==> src/rtl/core_seq.sv <==
// Multi-cycle sequencer for a simple in-order core: fetch, decode, execute, memory, writeback.
// Decode and execute logic live outside; this block owns state, PC, handshakes and retirement.
module core_seq #(
  parameter int unsigned     XLEN     = 32,
  parameter logic [XLEN-1:0] RESET_PC = '0,
  parameter int unsigned     REG_AW   = 5,
  parameter int unsigned     CNT_W    = 32
) (
  input  logic              clk,
  input  logic              reset,
  // Instruction memory
  output logic              imem_req,
  output logic [XLEN-1:0]   imem_addr,
  input  logic              imem_ready,
  input  logic [31:0]       imem_rdata,
  // Decoder
  output logic [31:0]       instr_q,
  input  logic              dec_is_load,
  input  logic              dec_is_store,
  input  logic              dec_is_branch,
  input  logic              dec_is_jump,
  input  logic              dec_is_alu,
  input  logic              dec_illegal,
  input  logic [REG_AW-1:0] dec_dest,
  // Execute unit
  input  logic [XLEN-1:0]   ex_result,
  input  logic [XLEN-1:0]   ex_next_pc,
  input  logic              ex_taken,
  // Data memory
  output logic              dmem_req,
  output logic              dmem_we,
  output logic [XLEN-1:0]   dmem_addr,
  input  logic              dmem_ready,
  input  logic [XLEN-1:0]   dmem_rdata,
  // Register file write port
  output logic              rf_wen,
  output logic [REG_AW-1:0] rf_waddr,
  output logic [XLEN-1:0]   rf_wdata,
  // Status
  output logic [XLEN-1:0]   pc,
  output logic              trap,
  output logic [CNT_W-1:0]  instret
);

  typedef enum logic [2:0] {
    StFetch,
    StDecode,
    StExecute,
    StMem,
    StWb,
    StTrap
  } state_e;

  state_e state_q, state_d;

  logic [XLEN-1:0]   pc_q, pc_d;
  logic [CNT_W-1:0]  instret_q, instret_d;
  logic [31:0]       instr_d;

  // Fields captured in DECODE
  logic              ld_q, ld_d;
  logic              st_q, st_d;
  logic              br_q, br_d;
  logic              jmp_q, jmp_d;
  logic              alu_q, alu_d;
  logic [REG_AW-1:0] dest_q, dest_d;

  // Fields captured in EXECUTE
  logic [XLEN-1:0]   res_q, res_d;
  logic [XLEN-1:0]   tgt_q, tgt_d;
  logic              redir_q, redir_d;

  // Registered outputs
  logic              imem_req_q, imem_req_d;
  logic              dmem_req_q, dmem_req_d;
  logic              dmem_we_q, dmem_we_d;
  logic              rf_wen_q, rf_wen_d;
  logic [REG_AW-1:0] rf_waddr_q, rf_waddr_d;
  logic [XLEN-1:0]   rf_wdata_q, rf_wdata_d;
  logic              trap_q, trap_d;

  logic [XLEN-1:0]   pc_plus4;
  logic              wr_ok;

  assign pc_plus4 = pc_q + XLEN'(4);
  // Register 0 is hardwired, so a write to it is dropped here rather than in the file.
  assign wr_ok    = (alu_q | ld_q | jmp_q) && (dest_q != '0);

  always_comb begin
    state_d    = state_q;
    pc_d       = pc_q;
    instret_d  = instret_q;
    instr_d    = instr_q;
    ld_d       = ld_q;
    st_d       = st_q;
    br_d       = br_q;
    jmp_d      = jmp_q;
    alu_d      = alu_q;
    dest_d     = dest_q;
    res_d      = res_q;
    tgt_d      = tgt_q;
    redir_d    = redir_q;
    rf_wen_d   = 1'b0;
    rf_waddr_d = rf_waddr_q;
    rf_wdata_d = rf_wdata_q;

    unique case (state_q)
      StFetch: begin
        // Only a ready seen while the request is actually out counts.
        if (imem_req_q && imem_ready) begin
          instr_d = imem_rdata;
          state_d = StDecode;
        end
      end

      StDecode: begin
        ld_d    = dec_is_load;
        st_d    = dec_is_store;
        br_d    = dec_is_branch;
        jmp_d   = dec_is_jump;
        alu_d   = dec_is_alu;
        dest_d  = dec_dest;
        state_d = dec_illegal ? StTrap : StExecute;
      end

      StExecute: begin
        res_d   = ex_result;
        tgt_d   = ex_next_pc;
        redir_d = (ex_taken & br_q) | jmp_q;
        if (redir_d && (ex_next_pc[1:0] != 2'b00)) begin
          state_d = StTrap;
        end else if (ld_q | st_q) begin
          state_d = StMem;
        end else begin
          state_d    = StWb;
          rf_wen_d   = wr_ok;
          rf_waddr_d = dest_q;
          rf_wdata_d = jmp_q ? pc_plus4 : ex_result;
        end
      end

      StMem: begin
        if (dmem_req_q && dmem_ready) begin
          state_d    = StWb;
          rf_wen_d   = wr_ok;
          rf_waddr_d = dest_q;
          rf_wdata_d = ld_q ? dmem_rdata : (jmp_q ? pc_plus4 : res_q);
        end
      end

      StWb: begin
        pc_d      = redir_q ? tgt_q : pc_plus4;
        instret_d = instret_q + CNT_W'(1);
        state_d   = StFetch;
      end

      StTrap: begin
        state_d = StTrap;
      end

      default: begin
        state_d = StTrap;
      end
    endcase

    // Requests are decided one cycle ahead so they come straight out of flops.
    imem_req_d = (state_d == StFetch);
    dmem_req_d = (state_d == StMem);
    dmem_we_d  = (state_d == StMem) & st_q;
    trap_d     = (state_d == StTrap);
  end

  always_ff @(posedge clk or posedge reset) begin
    if (reset) begin
      state_q    <= StFetch;
      pc_q       <= RESET_PC;
      instret_q  <= '0;
      instr_q    <= '0;
      ld_q       <= 1'b0;
      st_q       <= 1'b0;
      br_q       <= 1'b0;
      jmp_q      <= 1'b0;
      alu_q      <= 1'b0;
      dest_q     <= '0;
      res_q      <= '0;
      tgt_q      <= '0;
      redir_q    <= 1'b0;
      imem_req_q <= 1'b0;
      dmem_req_q <= 1'b0;
      dmem_we_q  <= 1'b0;
      rf_wen_q   <= 1'b0;
      rf_waddr_q <= '0;
      rf_wdata_q <= '0;
      trap_q     <= 1'b0;
    end else begin
      state_q    <= state_d;
      pc_q       <= pc_d;
      instret_q  <= instret_d;
      instr_q    <= instr_d;
      ld_q       <= ld_d;
      st_q       <= st_d;
      br_q       <= br_d;
      jmp_q      <= jmp_d;
      alu_q      <= alu_d;
      dest_q     <= dest_d;
      res_q      <= res_d;
      tgt_q      <= tgt_d;
      redir_q    <= redir_d;
      imem_req_q <= imem_req_d;
      dmem_req_q <= dmem_req_d;
      dmem_we_q  <= dmem_we_d;
      rf_wen_q   <= rf_wen_d;
      rf_waddr_q <= rf_waddr_d;
      rf_wdata_q <= rf_wdata_d;
      trap_q     <= trap_d;
    end
  end

  assign imem_req  = imem_req_q;
  assign imem_addr = pc_q;
  assign dmem_req  = dmem_req_q;
  assign dmem_we   = dmem_we_q;
  assign dmem_addr = res_q;
  assign rf_wen    = rf_wen_q;
  assign rf_waddr  = rf_waddr_q;
  assign rf_wdata  = rf_wdata_q;
  assign pc        = pc_q;
  assign trap      = trap_q;
  assign instret   = instret_q;

endmodule

==> config.mk <==
export PLATFORM = sky130hd
export DESIGN_NAME = core_seq
export DESIGN_NICKNAME = d
export VERILOG_FILES = /design/src/rtl/core_seq.sv
export SDC_FILE = /design/constraint.sdc
export NUM_CORES = 1
export LEC_CHECK = 0
export CORE_MARGIN = 2
export CORE_UTILIZATION = 47
export DETAILED_ROUTE_END_ITERATION = 16
export HOLD_SLACK_MARGIN = 0.02
export PLACE_DENSITY = 0.81
export SKIP_LAST_GASP = 1
export SYNTH_ARGS = -nofsm -noshare
export SYNTH_HDL_FRONTEND = slang
export SYNTH_SLANG_ARGS = --single-unit
==> constraint.sdc <==
create_clock -name clk -period 11.1 [get_ports clk]
set_clock_uncertainty 0.05 [all_clocks]
set_input_delay 3.33 -clock clk [delete_from_list [all_inputs] [get_ports clk]]
set_output_delay 3.33 -clock clk [all_outputs]
set_load 0.01 [all_outputs]
# ---- After elaboration in Yosys (flattened, before gate mapping)
# Cells that the tools add are included.
dict set report word_totals {
  register_bits 216
  wordCells 70
  in_bits 144
  output_inout_bits 202
}
dict set report op_classes {
  n_bitwise 6
  n_addsub 2
  mux 22
  reduce_logical 11
  eq_ne 9
}
# op n
set ops {}
lappend ops {{two-way mux 32 bit} 7}
lappend ops {{case mux 32 bit (2 select lines)} 1}
lappend ops {{adder 32 x 1 -> 32 bit, second input constant} 1}
lappend ops {{adder 32 x 3 -> 32 bit, second input constant} 1}
lappend ops {{two-way mux 3 bit} 5}
lappend ops {{two-way mux 5 bit} 3}
lappend ops {{case mux 3 bit (5 select lines)} 1}
lappend ops {{case mux 5 bit (2 select lines)} 1}
lappend ops {{equality test 3 x 2 -> 1 bit, second input constant} 3}
lappend ops {{equality test 3 bit, second input constant} 2}
lappend ops {{logical NOT 3 bit} 2}
lappend ops {{!= test 2 bit, second input constant} 3}
lappend ops {{nonzero test 5 bit} 1}
lappend ops {{logical AND 1 bit} 4}
lappend ops {{bitwise OR 1 bit} 4}
lappend ops {{AND reduction 4 bit} 1}
lappend ops {{nonzero test 2 bit} 2}
lappend ops {{equality test 3 x 1 -> 1 bit, second input constant} 1}
lappend ops {{two-way mux 1 bit} 3}
lappend ops {{AND 1 bit} 2}
lappend ops {{case mux 1 bit (2 select lines)} 1}
lappend ops {{AND reduction 2 bit} 1}

# ---- Logic depth before layout (Yosys ltp)
# Gate-level depths: netlist of run 1.
dict set report logic_depth {
  word_depth 7
  ltp_mapped 8
  depth_no_buf 6
}

# ---- Worst setup path after synthesis of run 1
# No wires, ideal clock.
dict set report synth_timing {
  kind {input-to-reg}
  start {input ex_taken}
  end {register rf_wdata_q[10] (netlist: rf_wdata[10])}
  path_buffers 1
  slack_ps 6390
  setup_ps 125
  arrival_time_ps 4535
  required_ps 10925
  stages 5
  cell_sequence {a21oi_1 o211ai_1 nand2_1 clkbuf_1 mux2_2}
}
dict set report synth_via {
  elab_chain_len 5
}
# item line
set synth_rtl {}
lappend synth_rtl {{start: declaration} 28} ;# input logic ex_taken,
lappend synth_rtl {{AND 1 bit} 129} ;# redir_d = (ex_taken & br_q) | jmp_q;
lappend synth_rtl {{bitwise OR 1 bit} 129}
lappend synth_rtl {{logical AND 1 bit} 130} ;# if (redir_d && (ex_next_pc[1:0] != 2'b00)) begin
lappend synth_rtl {{!= test 2 bit (no source line)} --}
lappend synth_rtl {{AND reduction 4 bit (no source line)} --}
lappend synth_rtl {{end signal: assignment} 214} ;# rf_wdata_q <= rf_wdata_d;
lappend synth_rtl {{end: declaration} 79} ;# logic [XLEN-1:0] rf_wdata_q, rf_wdata_d;
# No other way between the ends.
# A chain may end at the register's enable or synchronous reset.

# ---- Worst setup path after layout of run 1
dict set report layout_timing {
  start {input ex_taken}
  end {register rf_wdata_q[12] (netlist: rf_wdata[12])}
}
# Same word-level chain as after synthesis.

==> metrics.cfg, run 1 <==
[floorplan]
initial_utilization_pct = 47.67
die_area_sq_mm = 0.02405
die_x_um = 155.1
row_count = 55
die_h_um = 155.1
core_sq_mm = 0.02250
num_io_pins = 346

[run_status]
status = completed

[cells_and_area]
seq_area_sq_mm = 0.005406
layout.cells.non_filler = 1604
diodes = 0
fillers = 1757
multi_input_area_sq_mm = 0.004717
drive_gt1_share_pct = 13.57
syn2layout_area_growth_pct = 39.02
nets = 1449

[timing]
rsz0062_at_grt = false
finalHoldViolations = 0
fin_ws_ps = 5724
final-max-slew-violation-count = 0
slew_headroom_pct = 21.42
tns_ps = 0
post-route-min-period_ps = 5376
finalSetupViolations = 0
worstMarginPinSlew_ps = 1170
max_freq_ghz = 0.1860
fin_crit_sh_pct = 48.43

[drt]
drc = 0
drtAntennaViolNets = 0
viasPerCell = 5.901
drt-pass1-iter-count = 5
drt_iter0_drc = 747
avgRoutedWirePerCell_um = 22.08
vias = 9465
finalWirelength_um = 35420

[worst_setup_path]
cp.required_ps = 11450
end_kind = register
crit_arrival_ps = 5720
rrSetupSlack_ps = 7550
crit_type = in2reg
start_kind = input port
worst-path-max-fanout = 51

[clocking]
post_cts_resize_count = 0
clock_sinks = 216
h-tree-depth = 1
numCtsBuffers = 24
clk_path_buf_depth = 3
cts_hold_buf = 0
insertion_delay_ps = 510
cts_root_buf = clkbuf_16
tritoncts = yes
clk_pin_slew_worst_paths_ps = 60
postCtsSetupBuffers = 0

[placed_design]
place_ws_ps = 5208
io_buffers = 345
dp_cells = 1562
hpwl_um = 25460
gp_congestion = 0.9386

[synth]
synthesis.nets = 1166
synth_mux_area_share_pct = 12.88
synth_area_sq_mm = 0.01073
synth-simple-area-share_pct = 13.85
synth_xor_area_share_pct = 3.674
synth_compound_area_share_pct = 13.19
yosysWarnings = 0
async_flop_share_pct = 100.0
syn_avg_cell_area_sq_um = 10.52
synth_top_family_by_area = simple AND/OR/NAND/NOR gates
synth-edff-count = 0
yosysUniqueCellTypes = 64
synth_fa_ha_area_share_pct = 0.2333
synth-main-ff-cell = dfrtp_1
ys_seq_area_share_pct = 50.39
synth_cells = 1020
synth-seq-cells = 216

[power]
vdd_drop_max_v = 0.0001546
p_leak_nw = 6.020
power_mw = 4.036
power.density_mw_per_mm2 = 270.6

[global_route]
grt_max_degree = 144
gr-total-overflow = 0
grt_pass1_wl_um = 54090
grtUsageTotal_pct = 28.83
antenna_found_initial = 1
grt_pass1_vias = 9260

[run]
maxCapViolations = 0

[worst_hold_path]
hold_class = reg2reg

[worst max-delay path: stages]
cell	delay [ps]
clkdlybuf4s50_1	460
a21oi_1	110
o211ai_1	430
nand2_2	680
and3_1	450
a221o_1	260
[final timing paths]
| path | startpoint | to | cells past startpoint |
|---|---|---|---|
| hold / removal | rf_waddr[4] | rf_waddr[4] | 2 |
| max in group asynchronous | reset | redir_q | 3 |
| setup / recovery | ex_taken | rf_wdata[12] | 6 |
| setup reg to reg | state_q[1] | rf_wdata[23] | 6 |
| min in group asynchronous | reset | instret[20] | 2 |
| hold reg to reg | rf_waddr[4] | rf_waddr[4] | 2 |
[through the flow]
step	instance area [sq um]	hold slack [ps]	utilization [%]
5_1_grt	14910	439.0	66.27
3_5_place_dp	14120	405.7	62.77
4_1_cts	14910	418.6	66.27
6_report	14910	413.9	66.27
2_1_floorplan	10730	405.3	-
3_3_place_gp	14120	405.2	62.77
[logic make-up after synthesis]
group,after synthesis
xor+xnor,45
fa+ha+maj,2
compound gates,219
flops,216
mux,124
simple gates,290
buf+inv,124
[cells in the mapped netlist (all sizes together) (7+ instances only)]
library cell  instances  share of area [%]
a32o                  7               0.65
o22ai                12               0.70
dfrtp               216                 50
a31oi                22                1.3
nand4                20                1.4
mux2i                12                1.1
and3                 10               0.58
o22a                  7               0.57
a21oi                39                1.8
o211ai                7               0.49
nand2                83                2.9
nor2                 70                2.4
nor4                 21                1.5
a22oi                21                1.5
o21ai                61                2.8
nand3                28                1.4
xor2                 13                1.1
nor3                 28                1.5
clkbuf               48                1.7
buf                  53                3.3
xnor2                32                2.6
mux2                112                 12
inv                  22               0.77
[where the power goes]
part | switching (mW) | total [mW] | internal (mW)
sequential | 0.370 | 1.49 | 1.12
clock | 0.319 | 0.788 | 0.469
combinational | 0.791 | 1.76 | 0.968
total | 1.48 | 4.04 | 2.56
[routing by layer]
metal | global-route usage, % | part of all wire (%) | wire [um]
met1 | 36.74 | 39 | 13830
met2 | 49.65 | 49 | 17310
met3 | 6.156 | 9.1 | 3227
met4 | 8.422 | 2.9 | 1032
met5 | 0 | 0.025 | 9
[cell usage in the layout (no fill, tap or decap), drive strengths merged, types with 20 or more instances in the layout]
cell,synthesis,routed
clkdlybuf4s50,0,345
dfrtp,216,216
mux2,112,112
nand2,83,83
nor2,70,70
o21ai,61,61
a21oi,39,39
clkbuf,48,38
xnor2,32,32
nand3,28,28
nor3,28,28
a31oi,22,22
inv,22,22
a22oi,21,21
nor4,21,21
nand4,20,20
[flip-flops by register name (all words and copies together), names as in the netlist, 3 cells and up]
| name | flops |
|---|---|
| dmem_addr | 32 |
| rf_waddr | 5 |
| dest_q | 5 |
| tgt_q | 32 |
| state_q | 3 |
| instret | 32 |
| imem_addr | 32 |
| rf_wdata | 32 |
| instr_q | 32 |
[area by class of cell]
type | count | area share, %
clock buffers | 38 | 5.127
inverters | 23 | 0.6293
repair buffers | 358 | 23.81
flip-flops and latches | 216 | 36.26
clock inverters | 4 | 0.1510
multi-input cells | 680 | 31.63
well taps | 285 | 2.391
Power figures use the tool's default switching activity.
==> run 2, diff against run 1 <==
--- a/config.mk
+++ b/config.mk
@@ -6,10 +6,10 @@
 export NUM_CORES = 1
 export LEC_CHECK = 0
 export CORE_MARGIN = 2
-export CORE_UTILIZATION = 47
+export CORE_UTILIZATION = 42
 export DETAILED_ROUTE_END_ITERATION = 16
 export HOLD_SLACK_MARGIN = 0.02
-export PLACE_DENSITY = 0.81
+export PLACE_DENSITY = 0.77
 export SKIP_LAST_GASP = 1
 export SYNTH_ARGS = -nofsm -noshare
 export SYNTH_HDL_FRONTEND = slang
==> constraint.sdc (replaced) <==
create_clock -name clk -period 4.82 [get_ports clk]
set_clock_uncertainty 0.05 [all_clocks]
set_input_delay 1.446 -clock clk [delete_from_list [all_inputs] [get_ports clk]]
set_output_delay 1.446 -clock clk [all_outputs]
set_load 0.01 [all_outputs]
==> run 2 against run 1 <==
  * Sequential power rose by 130%
  * Critical path depth decreased by 5
  * Final cell count up 3.2%
  * Combinational power rose by 130%
  * Register-to-register slack lost 5900 ps
  * Worst setup slack worse by 4200 ps
  * Power increased by 140%
  * Sequential share of layout area fell by 0.57 points
  * Worst hold slack better by 3.9 ps
  * Clock-buffer cell count up 2
  * Die area grew 12%
  * Core utilization is 5.9 points lower
  * Critical endpoint is now imem_addr[13]
  * Largest cell class unchanged
  * Largest power group unchanged
  * Highest routed layer is now met4
==> metrics.cfg, run 2 (same netlist as run 1, synthesis figures left out) <==
[run_status]
status = completed

[cells_and_area]
nets = 1453  ; +0.28%
layout.cells.non_filler = 1656  ; +3.2%
multi_input_area_sq_mm = 0.004717  ; unchanged
final_cell_mix = 345 x clkdlybuf4s50_1, 215 x dfrtp_1, 112 x mux2_2
syn2layout_area_growth_pct = 41.25
drive_gt1_share_pct = 13.88  ; +0.31 points
layout_commonest_cell = clkdlybuf4s50_1
diodes = 0  ; unchanged
seq_area_sq_mm = 0.005406  ; unchanged
fillers = 2113  ; +20%

[drt]
drc = 0  ; unchanged
drtAntennaViolNets = 0  ; unchanged
finalWirelength_um = 35130  ; -0.82%
drt-pass1-iter-count = 6  ; +1
drt_iter0_drc = 591  ; -21%
vias = 9346  ; -1.3%
avgRoutedWirePerCell_um = 21.21  ; -3.9%
viasPerCell = 5.644  ; -4.4%

[placed_design]
dp_cells = 1609  ; +3.0%
place_ws_ps = 1072  ; -4137 ps
hpwl_um = 25440  ; about the same
gp_congestion = 0.9459  ; +0.78%
io_buffers = 345  ; unchanged

[power]
power.density_mw_per_mm2 = 632.8  ; +130%
p_leak_nw = 6.103  ; +1.4%
vdd_drop_max_v = 0.0003777  ; +140%

[worst_hold_path]
hold_class = reg2reg

[worst_setup_path]
crit_type = reg2out
crit_slowest_cell = dfrtp_1
cp.required_ps = 3320  ; -8130 ps
worst-path-max-fanout = 13  ; -75%
start_kind = register
cpLargestDelayFamily = flip-flops
end_kind = output pin
crit_arrival_ps = 1800  ; -3920 ps
crit_buf_inv = 1  ; unchanged
crit_chain = clkdlybuf4s50_1
cpPeakStageDelay_ps = 650  ; -30 ps
rrSetupSlack_ps = 1690  ; -5860 ps

[floorplan]
row_count = 58  ; +5.5%
die_h_um = 163.8  ; +5.6%
die_x_um = 163.8  ; +5.6%
initial_utilization_pct = 42.72  ; -4.9 points
core_sq_mm = 0.02511  ; +12%
num_io_pins = 346  ; unchanged
die_area_sq_mm = 0.02683  ; +12%

[timing]
finalSetupViolations = 0  ; unchanged
tns_ps = 0  ; unchanged
worstMarginPinSlew_ps = 1060  ; -109.3 ps
finalHoldViolations = 0  ; unchanged
holdWs_ps = 417.8  ; +3.893 ps
rsz0062_at_grt = false
max_freq_ghz = 0.3030
fin_crit_sh_pct = 68.48
final-max-slew-violation-count = 0  ; unchanged
fin_ws_ps = 1519  ; -4205 ps
post-route-min-period_ps = 3301
slew_headroom_pct = 28.65  ; +7.2 points

[global_route]
antenna_found_initial = 0  ; -1
grt_pass1_vias = 9167  ; -1.0%
gr-total-overflow = 0  ; unchanged
grt_max_degree = 97  ; -33%
grt_pass1_wl_um = 53410  ; -1.3%
grtUsageTotal_pct = 25.80  ; -3.0 points

[clocking]
tritoncts = yes
postCtsSetupBuffers = 0  ; unchanged
clk_pin_slew_worst_paths_ps = 60  ; about the same
clock_sinks = 216  ; unchanged
cts_root_buf = clkbuf_16
insertion_delay_ps = 530  ; +20 ps
post_cts_resize_count = 0  ; unchanged
cts_hold_buf = 0  ; unchanged
clk_path_buf_depth = 3  ; unchanged
numCtsBuffers = 26  ; +8.3%
h-tree-depth = 1  ; unchanged

[run]
maxCapViolations = 0  ; unchanged

-- run 2: metrics by stage --
stage          area, sq um  utilization, %  power, mW
3_3_place_gp         14220           56.62      7.370
6_report             15150           60.34      9.587
4_1_cts              15150           60.34      9.638
3_5_place_dp         14220           56.62      7.486
5_1_grt              15150           60.34      10.12
2_1_floorplan        10730               -      5.412
-- run 2: cell type report --
class	count	share of cell area, %
Clock buffer	40	5.244
Clock inverter	7	0.9167
Inverter	23	0.5946
Multi-Input combinational cell	680	31.13
Sequential cell	216	35.68
Tap cell	330	2.725
Timing Repair Buffer	360	23.70
-- run 2: worst register-to-register path: stages, from the launching register on --
cell	delay [ps]
dfrtp_1	670
and3b_1	590
nand3_1	390
nand2_2	650
buf_4	360
o211ai_1	120
o22a_1	190
-- run 2: metal layers --
layer,share of wire (%),GRT usage (%),wire length (um),up-vias
li1,-,-,-,4249
met1,41,33.21,14260,4646
met2,49,44.27,17300,386
met3,7.1,4.596,2502,65
met4,3.0,8.094,1064,0
met5,0,0,0,-
-- run 2: where the power goes --
group          total [mW]  leakage [nW]  switching [mW]  internal (mW)
Sequential           3.45          2.69           0.873           2.58
Combinational        4.02          2.96            1.79           2.23
Clock                2.11         0.459           0.772           1.34
-- run 2: final timing paths --
check,endpoint,from,cells past startpoint
max,imem_addr[13],imem_addr[13],1
min,instret[31],instret[31],1
max reg2reg,rf_wdata[28],state_q[1],6
min reg2reg,instret[31],instret[31],1
max in group asynchronous,imem_addr[6],reset,3
min in group asynchronous,instret[6],reset,2
